[src/rtl/multu_hilo_unit.sv]
// multu_hilo_unit: multi-cycle radix-2 unsigned multiplier with HI/LO registers; optional MULTU_EARLY_EXIT_EN
module multu_hilo_unit #(
    parameter int WIDTH = 32,
    parameter int CNT_W = 6
) (
    input  logic             clk,
    input  logic             rst,
    input  logic             start,
    input  logic             flush,
    input  logic [WIDTH-1:0] op_a,
    input  logic [WIDTH-1:0] op_b,
    input  logic [1:0]       rd_sel,
    output logic [WIDTH-1:0] rd_data,
    output logic [WIDTH-1:0] hi,
    output logic [WIDTH-1:0] lo,
    output logic             busy,
    output logic             done,
    output logic             stall
);
    typedef enum logic [1:0] {IDLE, RUN, DONE} state_t;
    state_t state, state_nx;
    logic [WIDTH-1:0]   acc, mcand, q;
    logic [CNT_W-1:0]   cnt;
    logic [WIDTH:0]     sum;
    logic [2*WIDTH-1:0] prod;
    logic               last;
    // q starts as the multiplier and fills with low product bits as it shifts
    assign sum = {1'b0, acc} + (q[0] ? {1'b0, mcand} : '0);
`ifdef MULTU_EARLY_EXIT_EN
    logic [WIDTH-1:0] rem;
    // rem keeps only the multiplier bits not yet consumed after this step
    assign rem  = (q >> 1) << (cnt + 1'b1);
    assign last = (rem == '0) || (cnt == CNT_W'(WIDTH - 1));
    assign prod = (2*WIDTH)'({sum, q} >> (WIDTH - int'(cnt)));
`else
    assign last = cnt == CNT_W'(WIDTH - 1);
    assign prod = {sum, q[WIDTH-1:1]};
`endif
    assign busy    = state == RUN;
    assign done    = state == DONE;
    assign stall   = busy | (start & ~busy);
    assign rd_data = rd_sel == 2'b01 ? hi : rd_sel == 2'b10 ? lo : '0;
    // next state: flush wins, RUN ends on last iteration, start accepted from IDLE or DONE
    always_comb begin
        state_nx = IDLE;
        state_nx = flush ? IDLE : state == RUN ? (last ? DONE : RUN) : start ? RUN : IDLE;
    end
    // state, datapath and HI/LO commit
    always_ff @(posedge clk or negedge rst) begin
        if (!rst) begin
            state <= IDLE;
            acc   <= '0;
            mcand <= '0;
            q     <= '0;
            cnt   <= '0;
            hi    <= '0;
            lo    <= '0;
        end else begin
            state <= state_nx;
            if (!flush && state != RUN && start) begin
                mcand <= op_a;
                q     <= op_b;
                acc   <= '0;
                cnt   <= '0;
            end else if (!flush && state == RUN) begin
                acc <= sum[WIDTH:1];
                q   <= {sum[0], q[WIDTH-1:1]};
                cnt <= cnt + 1'b1;
                if (last) {hi, lo} <= prod;
            end
        end
    end
endmodule

[config.mk]
export PLATFORM = sky130hd
export DESIGN_NAME = multu_hilo_unit
export DESIGN_NICKNAME = d
export VERILOG_FILES = /design/src/rtl/multu_hilo_unit.sv
export SDC_FILE = /design/constraint.sdc
export NUM_CORES = 1
export LEC_CHECK = 0
export BUFFER_PORTS_ARGS = -buffer_cell sky130_fd_sc_hd__buf_4
export CAP_MARGIN = 20
export CORE_UTILIZATION = 51
export CTS_CLUSTER_DIAMETER = 60
export DETAILED_ROUTE_END_ITERATION = 6
export PLACE_DENSITY = 0.77
export SLEW_MARGIN = 0
export SYNTH_ARGS = -nofsm -noshare
export SYNTH_HDL_FRONTEND = slang
export SYNTH_SLANG_ARGS = --single-unit
[constraint.sdc]
create_clock -name clk -period 2.4 [get_ports clk]
set_input_delay 0.12 -clock clk [delete_from_list [all_inputs] [get_ports clk]]
set_output_delay 0.12 -clock clk [all_outputs]
set_load 0.05 [all_outputs]
==> metrics.txt, run 1 <==
placer's final routability congestion estimate ~0.97; status finished with violations; Die Y approximately 130 um; final hold viol count 0; first-pass GRT wire length around 43 mm; min Tclk post-route roughly 2.8 ns; Synth area leaders dfrtp_1 47%, nand2_1 9.0%, mux2_2 5.3%; critical path class reg2reg; clock root cell clkbuf_16; Hold Startpoint op_b[16]; Slew @ Worst Pin between 0.7 and 0.8 ns; Clk Latency, worst-skew pair about 0.44 ns; initial core utilization around 52%; Post-synth ARST share 100%; Crit Path Max Fanout 5; Hold Path End q[16]; Final ANT Viol Nets 0; Post-Synthesis Cell Area ~9000 um2; DP Wirelength around 18 mm; Avg Cell Area, Syn 9.59 um2; register area share after synthesis a little under half; critical path endpoint category flip-flop; largest net degree at the start of global routing 77; Ports about 170; # setup viols final 46; clock tree buffer depth 2; synth warn 0; H-tree levels 4; Mapped Nets between 1k and 1.5k; setup TNS -12.64 ns; Layout Utilization about three quarters; Buf/Inv on CP 1; worst reg2reg path startpoint q[0]; initial antenna violation count 0; die width between 100 and 150 um; CP max stage delay around 0.46 ns; CTS tree done; CP Launch Type flip-flop; Area after DPL 11300 um2; n_diodes 0; Worst path depth 10; Reg2Reg Setup Slack -0.40 ns; fin cells 1466; DR pass1 iterations 5; Yosys reg bits approximately 170; Residual DRC 0; global-route usage over all layers ~31%; ratio of cells with drive above 1 in the final layout between 30 and 40%; LEAKAGE about 6.3 nW; final hold slack approximately 0.012 ns; Synth Flop Type dfrtp_1; most common cell in the synthesized netlist nand2_1; grt total ovfl 0; DRT Wirelength between 20 and 30 mm; Clock Sink Count approximately 170; failing checks setup timing; end of the worst register-to-register path acc[19]; Vias just under 9k; register area roughly 4200 um2; fin crit share 116%; die footprint approximately 18000 um2; worst path arrival time slightly above 3 ns; vias in the first global route 8583; area leader, netlist dfrtp_1; Core Rows 48; Final Slew Violations 0; final worst setup slack -0.395 ns; Synth Instances roughly 940; area of the multi-input gates approximately 5100 um2; CP top delay family compound AO/OA/AOI/OAI gates; Syn-to-layout area delta 45.2%; Reg2Reg Depth 10; achievable clock frequency around 360 MHz; VDD IR-drop max between 0.0005 and 0.0006 V; Tot Pwr between 8 and 9 mW; vias per cell just under 6; IO buf count 168; Clock transition at path regs ~0.060 ns; CP max-delay cell dfrtp_2; RSZ-0062 raised after global routing true; Max-cap violations 0; CTS Buf Count 17; Yosys cell types 60; dpl cells about 1.4k; critical-path cell list buf_6 > and2_4 > ha_4 > a21o_1 > nand4_1 > a2111oi_4 > nor2_4 > a211o_1 > and4_1 > a221o_1; DR iter-0 viols just under 600; Final Skew between 0.009 and 0.01 ns; DR WL/cell just under 20 um; Critical Path RT about 2.7 ns; Design Area, Final between 10000 and 15000 um2; Pwr Density 685 nW/um2; Critical Path Start q[0]; synth cell count leaders 215 x nand2_1, 168 x dfrtp_1, 54 x clkbuf_1; nets 1333; Place WS -0.382 ns; Layout fillers 1150; top cell type's share of synthesized area between 40% and 50%; Post-synth EDFFs 0; Core ar. roughly 17000 um2; Hold Path Stages 3; Max-slew headroom 48.6%; min-delay worst type in2reg
-- registers in the layout, indices dropped and copies added (netlist names) --
name   flops
acc       32
cnt        6
hi        32
lo        32
mcand     32
q         32
state      2
-- layout by cell type (no fill, tap or decap), types with 5 or more instances in the layout --
cell type and instances:
o21ai_2 5, and2_1 29, buf_6 12, dfrtp_1 167
a21o_1 15, mux2_2 39, o31ai_2 6, clkbuf_16 17
buf_12 6, nand3_1 5, or3_1 7, buf_4 271
xnor2_1 8, nor2_1 17, a21oi_2 14, a22o_1 53
xor2_1 6, and2_4 7, nand4_1 18, o211ai_1 15
o21a_1 7, o21ai_1 5, o21ai_0 35, ha_1 18
o21bai_1 5, dlygate4sd3_1 50, a21oi_1 24, ha_4 14
nand2_1 208, inv_1 10, a22oi_1 32
-- worst max-delay path by stage --
stage	endpoint	slack, ns
after floorplan	acc[24]	-0.20
after global placement	hi[21]	-0.35
after detailed placement	hi[28]	-0.38
after CTS	hi[19]	-0.36
after global routing	hi[21]	-0.46
final	acc[19]	-0.40
-- cells by family after synthesis --
logic type | share of synthesized area (%)
compound gates | 20.5
xor+xnor | 2.25
fa+ha+maj | 4.83
buf+inv | 3.29
flops | 46.9
mux | 5.38
simple gates | 16.9
-- metal layers --
layer	global-route usage, %	part of all wire, %	routed length, um	vias to the layer above
li1	-	-	-	3918
met1	36.9	38	10900	4252
met2	52.8	50	14200	396
met4	17.4	5.3	1510	0
met5	0	0	0	-
met3	5.78	6.3	1790	96
-- repair_timing --
action	in CTS	in global routing
setup endpoints to repair	44	48
buffers inserted	7	10
hold endpoints to repair	123	0
pin swaps	36	33
hold buffers	50	0
resized for setup	57	57
-- worst min-delay path, delay by kind of cell --
kind | cells | cell delay [ns]
buf+inv | 1 | 0.08
compound gates | 2 | 0.21
-- cell type report --
cell class | instances | area share [%]
clock buffers | 18 | 3.37
clock inverters | 13 | 1.29
inverters | 12 | 0.346
multi-input cells | 691 | 39.1
flip-flops and latches | 168 | 32.3
well taps | 225 | 2.16
repair buffers | 339 | 21.4
-- power breakdown --
group	switching [mW]	total (mW)	internal (mW)
Combinational	1.33	2.64	1.30
Sequential	0.283	3.44	3.16
Clock	1.17	2.84	1.67
Total	2.79	8.92	6.14
Note: power is estimated with default switching activity, not from simulation.
==> run 2: changes to the inputs <==
--- a/config.mk
+++ b/config.mk
@@ -10,8 +10,9 @@
 export CORE_UTILIZATION = 51
 export CTS_CLUSTER_DIAMETER = 60
 export DETAILED_ROUTE_END_ITERATION = 6
+export MAX_ROUTING_LAYER = met4
 export PLACE_DENSITY = 0.77
-export SLEW_MARGIN = 0
+export SLEW_MARGIN = 15
 export SYNTH_ARGS = -nofsm -noshare
 export SYNTH_HDL_FRONTEND = slang
 export SYNTH_SLANG_ARGS = --single-unit
==> metrics.txt, run 2 (synthesis gave the netlist of run 1 again) <==
clock root cell clkbuf_16 (unchanged); final hold slack -0.00259 ns (was 0.0122 ns); placer's final routability congestion estimate 0.956 (was 0.967); vias per cell 5.96 (was 5.91); Slew @ Worst Pin 0.726 ns (was 0.771 ns); min-delay worst type in2reg (unchanged); H-tree levels 4 (unchanged); Max-slew headroom 51.6% (was 48.6%); Final ANT Viol Nets 0 (unchanged); Core ar. 17200 um2 (unchanged); n_diodes 0 (unchanged); # setup viols final 44 (was 46); Area after DPL 11300 um2 (unchanged); setup TNS -12.44 ns (was -12.64 ns); Reg2Reg Depth 12 (was 10); Crit Path Max Fanout 12 (was 5); Design Area, Final 13100 um2 (was 13000 um2); CP Launch Type flip-flop (unchanged); worst reg2reg path startpoint q[0] (unchanged); Ports 169 (unchanged); Clk Latency, worst-skew pair 0.43 ns (was 0.44 ns); Syn-to-layout area delta 45.5% (was 45.2%); Vias 8707 (was 8662); ratio of cells with drive above 1 in the final layout 38.3% (was 37.6%); crit path capture hi[20] (was acc[19]); global-route usage over all layers 33.0% (was 31.0%); clock tree buffer depth 2 (unchanged); fin crit share 116% (about the same); Critical Path Start q[0] (unchanged); DR pass1 iterations 5 (unchanged); worst path arrival time 3.07 ns (was 3.11 ns); die footprint 18100 um2 (unchanged); CTS Buf Count 17 (unchanged); Pwr Density 685 nW/um2 (about the same); first-pass GRT wire length 44.7 mm (was 43.4 mm); initial antenna violation count 0 (unchanged); CTS tree done (unchanged); critical path class reg2reg (unchanged); Core Rows 48 (unchanged); Residual DRC 0 (unchanged); Tot Pwr 8.94 mW (was 8.92 mW); vias in the first global route 8732 (was 8583); RSZ-0062 raised after global routing true (unchanged); Clock transition at path regs 0.07 ns (was 0.06 ns); Max-cap violations 0 (unchanged); Critical Path RT 2.68 ns (was 2.71 ns); final hold viol count 1 (was 0); LEAKAGE 6.28 nW (was 6.30 nW); critical path endpoint category flip-flop (unchanged); commonest non-fill, non-tap cells in the layout 273 x buf_4, 207 x nand2_1, 167 x dfrtp_1 (was 271 x buf_4, 208 x nand2_1, 167 x dfrtp_1); Die Y 135 um (unchanged); Reg2Reg Setup Slack -0.39 ns (was -0.40 ns); Final Skew 0.00844 ns (was 0.00988 ns); largest net degree at the start of global routing 71 (was 77); DP Wirelength 18.8 mm (was 18.3 mm); Clock Sink Count 168 (unchanged); DR iter-0 viols 818 (was 581); die width 135 um (unchanged); most common cell after layout, fill and taps aside buf_4 (unchanged); final worst setup slack -0.390 ns (was -0.395 ns); grt total ovfl 0 (unchanged); Final Slew Violations 0 (unchanged); min Tclk post-route 2.79 ns (was 2.80 ns); initial core utilization 52.0% (unchanged); failing checks hold timing, setup timing (was setup timing); VDD IR-drop max 0.000443 V (was 0.000565 V); achievable clock frequency 358 MHz (about the same); end of the worst register-to-register path hi[20] (was acc[19]); DRT Wirelength 29.0 mm (was 28.4 mm); DR WL/cell 19.8 um (was 19.4 um); IO buf count 168 (unchanged); nets 1327 (was 1333); status finished with violations (unchanged)
==> run 2: where the power goes <==
| group | switching [mW] | leakage [nW] | internal, mW |
|---|---|---|---|
| registers | 0.290 | 2.22 | 3.16 |
| clock network | 1.27 | 0.281 | 1.47 |
| logic | 1.36 | 3.78 | 1.39 |
| total | 2.92 | 6.28 | 6.02 |
==> run 2: worst min path at each step <==
| stage | startpoint | end | slack, ns | depth (start not counted) |
|---|---|---|---|---|
| after CTS | op_b[21] | q[21] | 0.0008 | 3 |
| final | op_b[21] | q[21] | -0.003 | 3 |
| after floorplan | rst | acc[0] | -0.18 | 0 |
| after detailed placement | rst | mcand[8] | 0.19 | 1 |
| after global routing | op_b[1] | q[1] | 0.006 | 3 |
| after global placement | rst | mcand[8] | 0.18 | 1 |
==> run 2: per-layer routing <==
layer	vias up	part of all wire, %	global-route usage, %
li1	3909	-	-
met3	107	6.0	5.59
met1	4282	40	38.8
met5	-	0	-
met4	0	4.7	14.7
met2	409	50	55.5
==> run 2: final cells by class <==
type / instances / area [um2]
multi-input cells: 691 / 5200
well taps: 225 / 282
repair buffers: 333 / 2740
inverters: 12 / 45.0
fillers: 1131 / 4180
flip-flops and latches: 168 / 4210
clock buffers: 17 / 425
clock inverters: 15 / 155
==> run 2: per-stage QoR <==
stage               setup slack (ns)  util, %  cells
global route                  -0.498     75.7   1461
detailed placement            -0.414     65.3   1369
floorplan                     -0.204        -    935
finish                        -0.390     75.7   1461
global placement              -0.336     65.3   1369
CTS                           -0.389     74.2   1457
==> run 2: worst max-delay path, cell delays in order (launching register included) <==
cell,delay [ns]
dfrtp_2,0.46
buf_4,0.16
bufbuf_16,0.27
and2_4,0.14
ha_4,0.29
a21o_1,0.18
a21o_1,0.15
a21oi_2,0.07
buf_6,0.13
a2111oi_4,0.34
buf_6,0.19
o21a_1,0.16
o31ai_1,0.08
==> run 2: what timing repair did <==
action | in CTS | in global routing
hold endpoints to repair | 112 | 0
endpoints found under the setup margin | 45 | 51
gates cloned | 1 | 0
pin swaps | 35 | 22
gates resized for setup | 77 | 39
buffers inserted | 10 | 7
hold buffers | 45 | 0
==> run 3: changes to the inputs <==
--- a/config.mk
+++ b/config.mk
@@ -11,7 +11,7 @@
 export CTS_CLUSTER_DIAMETER = 60
 export DETAILED_ROUTE_END_ITERATION = 6
 export MAX_ROUTING_LAYER = met4
-export PLACE_DENSITY = 0.77
+export PLACE_DENSITY_LB_ADDON = 0.1
 export SLEW_MARGIN = 15
 export SYNTH_ARGS = -nofsm -noshare
 export SYNTH_HDL_FRONTEND = slang
==> metrics.txt, run 3 (synthesis gave the netlist of run 1 again) <==
status finished with violations (unchanged); failing checks setup timing (was hold timing, setup timing); Clock Sink Count 168 (unchanged); CP top delay family compound AO/OA/AOI/OAI gates (unchanged); DR WL/cell 18.7 um (was 19.8 um); final hold viol count 0 (was 1); H-tree levels 4 (unchanged); fin cells 1494 (was 1461); Core Rows 48 (unchanged); LEAKAGE 6.42 nW (was 6.28 nW); CTS Buf Count 17 (unchanged); Comb power frac 31.9% (was 30.8%); placer's final routability congestion estimate 0.927 (was 0.956); Buf/Inv on CP 3 (was 4); Max-cap violations 0 (unchanged); Pwr Density 672 nW/um2 (was 685 nW/um2); initial antenna violation count 0 (unchanged); DR pass1 iterations 5 (unchanged); Final ANT Viol Nets 0 (unchanged); final worst setup slack -0.453 ns (was -0.390 ns); Clock transition at path regs 0.07 ns (about the same); Final Slew Violations 0 (unchanged); largest net degree at the start of global routing 63 (was 71); DRT Wirelength 27.9 mm (was 29.0 mm); Vias 8516 (was 8707); min Tclk post-route 2.85 ns (was 2.79 ns); global-route usage over all layers 31.8% (was 33.0%); RSZ-0062 raised after global routing true (unchanged); most common cell after layout, fill and taps aside buf_4 (unchanged); critical-path cell list buf_8 > and2_4 > ha_4 > buf_6 > a21o_1 > nand4_1 > a2111oi_4 > nor2_4 > a211o_1 > buf_4 > a211o_1 > o211ai_1 (was buf_4 > bufbuf_16 > and2_4 > ha_4 > a21o_1 > a21o_1 > a21oi_2 > buf_6 > a2111oi_4 > buf_6 > o21a_1 > o31ai_1); sequential share of power 38.3% (was 38.6%); Layout fillers 1135 (was 1131); Critical Path RT 2.75 ns (was 2.68 ns); internal power 6.03 mW (was 6.02 mW); CP Launch Type flip-flop (unchanged); Tot Pwr 8.97 mW (was 8.94 mW); Final Skew 0.00911 ns (was 0.00844 ns); ratio of cells with drive above 1 in the final layout 39.3% (was 38.3%); die width 135 um (unchanged); clock root cell clkbuf_16 (unchanged); worst path arrival time 3.20 ns (was 3.07 ns); Clk Latency, worst-skew pair 0.44 ns (was 0.43 ns); switching share of power 32.7% (about the same); Residual DRC 0 (unchanged); achievable clock frequency 350 MHz (was 358 MHz); Core ar. 17200 um2 (unchanged); commonest non-fill, non-tap cells in the layout 287 x buf_4, 208 x nand2_1, 167 x dfrtp_1 (was 273 x buf_4, 207 x nand2_1, 167 x dfrtp_1); first-pass GRT wire length 43.0 mm (was 44.7 mm); setup TNS -14.68 ns (was -12.44 ns); Layout Utilization 77.4% (was 75.7%); CTS tree done (unchanged); critical path endpoint category flip-flop (unchanged); VDD IR-drop max 0.000595 V (was 0.000443 V); grt total ovfl 0 (unchanged); dpl cells 1389 (was 1369); Slew @ Worst Pin 0.617 ns (was 0.726 ns); vias in the first global route 8392 (was 8732); Clock Power Share 29.8% (was 30.7%); DP Wirelength 18.6 mm (was 18.8 mm); Place WS -0.500 ns (was -0.414 ns); CP max-delay cell a2111oi_4 (was dfrtp_2); n_diodes 0 (unchanged); fin crit share 119% (was 116%); critical path class reg2reg (unchanged); Crit Path Max Fanout 8 (was 12); # setup viols final 48 (was 44); Ports 169 (unchanged); die footprint 18100 um2 (unchanged); clock tree buffer depth 2 (unchanged); CP max stage delay 0.46 ns (about the same); vias per cell 5.70 (was 5.96); Die Y 135 um (unchanged); cell repeated most along the worst path a211o_1; IO buf count 168 (unchanged); DR iter-0 viols 555 (was 818); Switching Power 2.93 mW (was 2.92 mW); nets 1360 (was 1327); initial core utilization 52.0% (unchanged); Max-slew headroom 58.8% (was 51.6%); min-delay worst type in2reg (unchanged); Syn-to-layout area delta 48.8% (was 45.5%)
run 3: cell types whose count changed in the layout (fill, tap and decap cells not counted), moves of 3 or more:
cell / before / now
xnor2_2: 4 / 7
nand2_4: 5 / 2
dlygate4sd3_1: 45 / 57
inv_6: 8 / 4
o21ai_0: 39 / 35
xor2_2: 1 / 4
buf_6: 8 / 15
buf_4: 273 / 287
run 3: power by group through the flow:
stage | registers (mW) | logic, mW | clock network, mW
floorplan | 3.37 | 1.35 | 0
global placement | 3.45 | 2.24 | 0
detailed placement | 3.45 | 2.27 | 0
CTS | 3.42 | 2.53 | 2.70
global route | 3.47 | 3.07 | 2.81
finish | 3.43 | 2.86 | 2.68
run 3: per-layer routing:
metal	share of wire (%)	routed length [um]	track usage, %
met3	4.3	1210	5.26
met4	2.9	807	11.0
met5	0	0	-
met2	52	14400	54.4
met1	41	11500	38.0
run 3: area by class of cell:
type | instances | area (um2) | share of cell area, %
repair buffers | 366 | 3040 | 22.8
flip-flops and latches | 168 | 4210 | 31.5
clock buffers | 18 | 439 | 3.29
clock inverters | 14 | 134 | 1.00
inverters | 12 | 45.0 | 0.337
multi-input cells | 691 | 5200 | 39.0
well taps | 225 | 282 | 2.11
run 3: stage by stage:
step | cell area [um2] | hold WS (ns)
after floorplan | 9140 | -0.176
after global placement | 11400 | 0.142
after detailed placement | 11400 | 0.141
after CTS | 12900 | 0.0176
after global routing | 13300 | 0.0212
final | 13300 | 0.0171
run 3: worst min-delay path, cell delays in order:
cell and delay, ns:
buf_4 0.08, a22oi_1 0.06, o21ai_0 0.15
run 3: worst paths after layout:
path / from / to / slack, ns / cells past startpoint
hold / removal: op_b[1] / q[1] / 0.02 / 3
max in group asynchronous: rst / q[0] / 1.43 / 3
setup / recovery: q[0] / hi[19] / -0.45 / 12
hold reg to reg: q[12] / lo[11] / 0.49 / 2
setup reg to reg: q[0] / hi[19] / -0.45 / 12
min in group asynchronous: rst / mcand[4] / 0.24 / 2
run 3: repair_timing:
item,in CTS,in global routing
resized for setup,44,83
gates cloned,2,0
hold endpoints to repair,115,0
hold buffers,57,0
buffers inserted,9,7
setup endpoints to repair,44,52
pin swaps,17,52
